### src/rtl/key_converter.sv
// Keyboard byte to game key code converter: synchronises the ASCII byte into clk,
// decodes WASD/JKL/space to codes 1..8 and registers the result as a level or one-shot pulse.
module key_converter #(
  parameter int SYNC_STAGES = 2,  // legal range 1..4
  parameter bit PULSE       = 1'b0
) (
  output logic [3:0] key,
  input  logic [7:0] keyboard,
  input  logic       clk,
  input  logic       rst_n
);

  logic [7:0] sync_q [SYNC_STAGES];
  logic [7:0] sync_d [SYNC_STAGES];
  logic [3:0] dec;
  logic [3:0] prev_q, prev_d;
  logic [3:0] key_q, key_d;

  function automatic logic [3:0] decode(input logic [7:0] b);
    logic [3:0] code;
    code = 4'd0;
    case (b)
      8'h57, 8'h77: code = 4'd1;
      8'h41, 8'h61: code = 4'd2;
      8'h53, 8'h73: code = 4'd3;
      8'h44, 8'h64: code = 4'd4;
      8'h4A, 8'h6A: code = 4'd5;
      8'h4B, 8'h6B: code = 4'd6;
      8'h4C, 8'h6C: code = 4'd7;
      8'h20:        code = 4'd8;
      default:      code = 4'd0;
    endcase
    return code;
  endfunction

  always_comb begin
    sync_d[0] = keyboard;
    for (int i = 1; i < SYNC_STAGES; i++) begin
      sync_d[i] = sync_q[i-1];
    end
  end

  assign dec = decode(sync_q[SYNC_STAGES-1]);

  // prev tracks the decoded code, not the raw byte, so 'w' -> 'W' never re-triggers a pulse.
  always_comb begin
    prev_d = dec;
    key_d  = dec;
    if (PULSE) begin
      key_d = ((dec != 4'd0) && (dec != prev_q)) ? dec : 4'd0;
    end
  end

  always_ff @(posedge clk or negedge rst_n) begin
    if (!rst_n) begin
      for (int i = 0; i < SYNC_STAGES; i++) begin
        sync_q[i] <= 8'h00;
      end
      prev_q <= 4'd0;
      key_q  <= 4'd0;
    end else begin
      for (int i = 0; i < SYNC_STAGES; i++) begin
        sync_q[i] <= sync_d[i];
      end
      prev_q <= prev_d;
      key_q  <= key_d;
    end
  end

  assign key = key_q;

endmodule

### config.mk
export PLATFORM = sky130hd
export DESIGN_NAME = key_converter
export DESIGN_NICKNAME = d
export VERILOG_FILES = /design/src/rtl/key_converter.sv
export SDC_FILE = /design/constraint.sdc
export NUM_CORES = 1
export LEC_CHECK = 0
export CORE_MARGIN = 1.5
export CORE_UTILIZATION = 45
export CTS_BUF_LIST = sky130_fd_sc_hd__clkbuf_16
export DETAILED_ROUTE_END_ITERATION = 10
export PLACE_DENSITY = 0.77
export SETUP_SLACK_MARGIN = 0.4
export SLEW_MARGIN = 5
export SYNTH_ARGS = -nofsm -noshare
export SYNTH_HDL_FRONTEND = slang
export SYNTH_SLANG_ARGS = --single-unit
### constraint.sdc
create_clock -name clk -period 2.23 [get_ports clk]
set_input_delay 0.446 -clock clk [delete_from_list [all_inputs] [get_ports clk]]
set_output_delay 0.446 -clock clk [all_outputs]
set_load 0.005 [all_outputs]
==> results.tsv <==
stage	metric	value	unit
run_status	status	finished clean	
clocking	clk-insertion-delay-late	0.24	ns
synth	ys_warn_count	0	
placement	gp_congestion	0.680	
clocking	cts-resized-gates	0	
power	p_seq_frac	0.507	
global_routing	grt_start_max_net_pins	21	
clocking	cts.path.max_buffers	2	
worst_setup_path	crit_cells	1	
route	ant_nets	0	
clocking	clk_pin_slew	0.05	ns
global_routing	grt_pass1_vias	343	
synth	synth_nets	48	
cells_and_area	areaGrowthSynthToFinish	37.7	%
timing	relSlewSlack	0.836	
hold_path	min_from	sync_d[0]	
power	p_leak	0.369	nW
power	clockPowerShare	0.447	
synth	yosysTopAreaCell	dfrtp_1	
synth	ys_seq_elements	20	
power	combinationalPowerShare	0.047	
timing	setup_viol	0	
hold_path	min_path_cells	0	
global_routing	overflow	0	
worst_setup_path	slowest_delay	0.49	ns
worst_setup_path	r2r_slack	1.25	ns
synth	ys_seq_area_frac	0.815	
global_routing	grt_pass1_wl	1.21	mm
cells_and_area	nNetsFinal	67	
clocking	postCtsHoldBufs	0	
worst_setup_path	reg2reg_from	sync_q[1]	
route	drt_iter0_drc	0	
route	drc	0	
route	wl	778	um
route	num_vias	360	
worst_setup_path	critPathMaxFanout	1	
clocking	clkSinkCount	20	
timing	rsz0062_at_grt	false	
cells_and_area	layout_common_cells	20 x dfrtp_1, 13 x clkdlybuf4s50_1, 3 x nor2_1, 3 x nand2_1, 3 x clkbuf_16	
worst_setup_path	cp-start-kind	register	
cells_and_area	design_area	846	sq um
clocking	cts_setup_buffers	0	
die	die_x	40.0	um
cells_and_area	diodes	0	
worst_setup_path	worst_path_dominant_cell_family	buffers and inverters	
timing	fin_crit_sh	0.674	
route	first_pass_iters	1	
die	rows	13	
worst_setup_path	rr_endpoint	key[1]	
worst_setup_path	path_cells	clkdlybuf4s50_1	
global_routing	grt_use_total	0.135	
die	io_pins	14	
hold_path	hold_end	sync_q[0]	
power	switchingPower	0.131	mW
hold_path	hold_path_class	reg2reg	
cells_and_area	final_core_util	0.658	
timing	hold_ws	0.344	ns
worst_setup_path	worstPathArrival	1.06	ns
synth	synth_area_leaders	dfrtp_1 81%, nand3b_1 2.4%, nand2_1 1.8%	
clocking	cts_max_level	1	
worst_setup_path	cp_data_required_time	1.78	ns
placement	post_dp_cell_area	771	sq um
worst_setup_path	path_buf_inv	1	
synth	postSynthCellCount	38	
clocking	cts_buffers	3	
die	dieHeight	40.0	um
power	p_int	0.637	mW
route	drt-vias-per-instance	5.14	
clocking	tritoncts	done	
die	die_area	1600	sq um
synth	syn_area	614	sq um
cells_and_area	final_common_cell	dfrtp_1	
worst_setup_path	rr_worst_depth	3	
timing	worst_pin_slew	0.243	ns
route	routedWlPerCell	11.1	um
timing	tns	0	ns
power	p_per_area	908	nW/um^2
power	switching_share	0.170	
power	irDropWorstVdd	0.000711	V
die	core_area	1280	sq um
timing	hold_violations	0	
timing	fmax	665	MHz
synth	synth_cell_types	14	
worst_setup_path	critPathKind	reg2out	
timing	post-route-min-period	1.50	ns
timing	fin_ws	0.727	ns
worst_setup_path	endpoint_kind	output pin	
clocking	cts_root_buf	clkbuf_16	
placement	dpl_worst_slack	0.984	ns
cells_and_area	layout-drive-gt1-share	0.0909	
timing	maxSlewViolCount	0	
synth	syn_area_per_cell	16.2	sq um
placement	io_buffer_count	13	
timing	finClkSkew	0.000780	ns
global_routing	antenna_found_initial	0	
worst_setup_path	cpMaxStageDelayCell	clkdlybuf4s50_1	
flow_run	cap_violations	0	
synth	synth_top_area_frac	0.815	
die	initial_core_util	0.478	
## kinds of logic (layout without fill, tap and decap cells)
logic type                count (synthesis)  in the layout  synth area share
AOI/OAI and AO/OA                         4              4            0.0468
and+or+nand+nor                          12             12             0.110
DFF                                      20             20             0.815
xor gates and xnor gates                  2              2            0.0285
buffers and inverters                     0             17                 0
## area by class of cell
class,instances,area [sq um]
fillers,94,439
flip-flops and latches,20,500
repair buffers,14,138
clock buffers,3,75.1
multi-input cells,18,114
well taps,15,18.8
## synthesized netlist by cell type
library cell,n
and3_1,1
nand3b_1,2
nor2_1,3
xnor2_1,1
and4_1,1
o22ai_1,1
a32oi_1,1
dfrtp_1,20
xor2_1,1
a21oi_1,1
nand2_1,3
nor4b_1,1
nor2b_1,1
o21ai_2,1
## per-stage QoR
step | power, mW | instances
after floorplan | 0.402 | 38
after global placement | 0.429 | 67
after detailed placement | 0.432 | 67
after CTS | 0.783 | 70
after global routing | 0.809 | 70
final | 0.768 | 70
## how the worst max path moves through the flow
stage	from	slack, ns	endpoint
after detailed placement	key[2]	0.98	key[2]
after global routing	key[0]	0.67	key[0]
after CTS	key[2]	0.71	key[2]
after floorplan	sync_q[1]	1.34	key[1]
after global placement	key[0]	1.0	key[0]
final	key[2]	0.73	key[2]
## power by group through the flow
stage,logic (mW),clock network [mW],registers (mW)
global route,0.0399,0.379,0.390
CTS,0.0369,0.358,0.389
detailed placement,0.0368,0,0.395
floorplan,0.00973,0,0.393
global placement,0.0354,0,0.394
finish,0.0359,0.343,0.389
## state kept, by name, summed over array words and instances, names as in the netlist
signal and flops:
sync_q 8, sync_d 8, key 4
## worst register-to-register path: cells and delay by family (launching register included)
family,cells,cell delay [ns]
simple gates,1,0.21
flops,1,0.42
compound gates,2,0.27
## routing by layer
metal / routed length, um / track usage / part of all wire
met2: 420 / 0.226 / 0.54
met1: 267 / 0.106 / 0.34
met3: 59 / 0.0833 / 0.076
met5: 0 / 0 / 0
met4: 29 / 0.112 / 0.037
(Power assumes the default switching activity.)
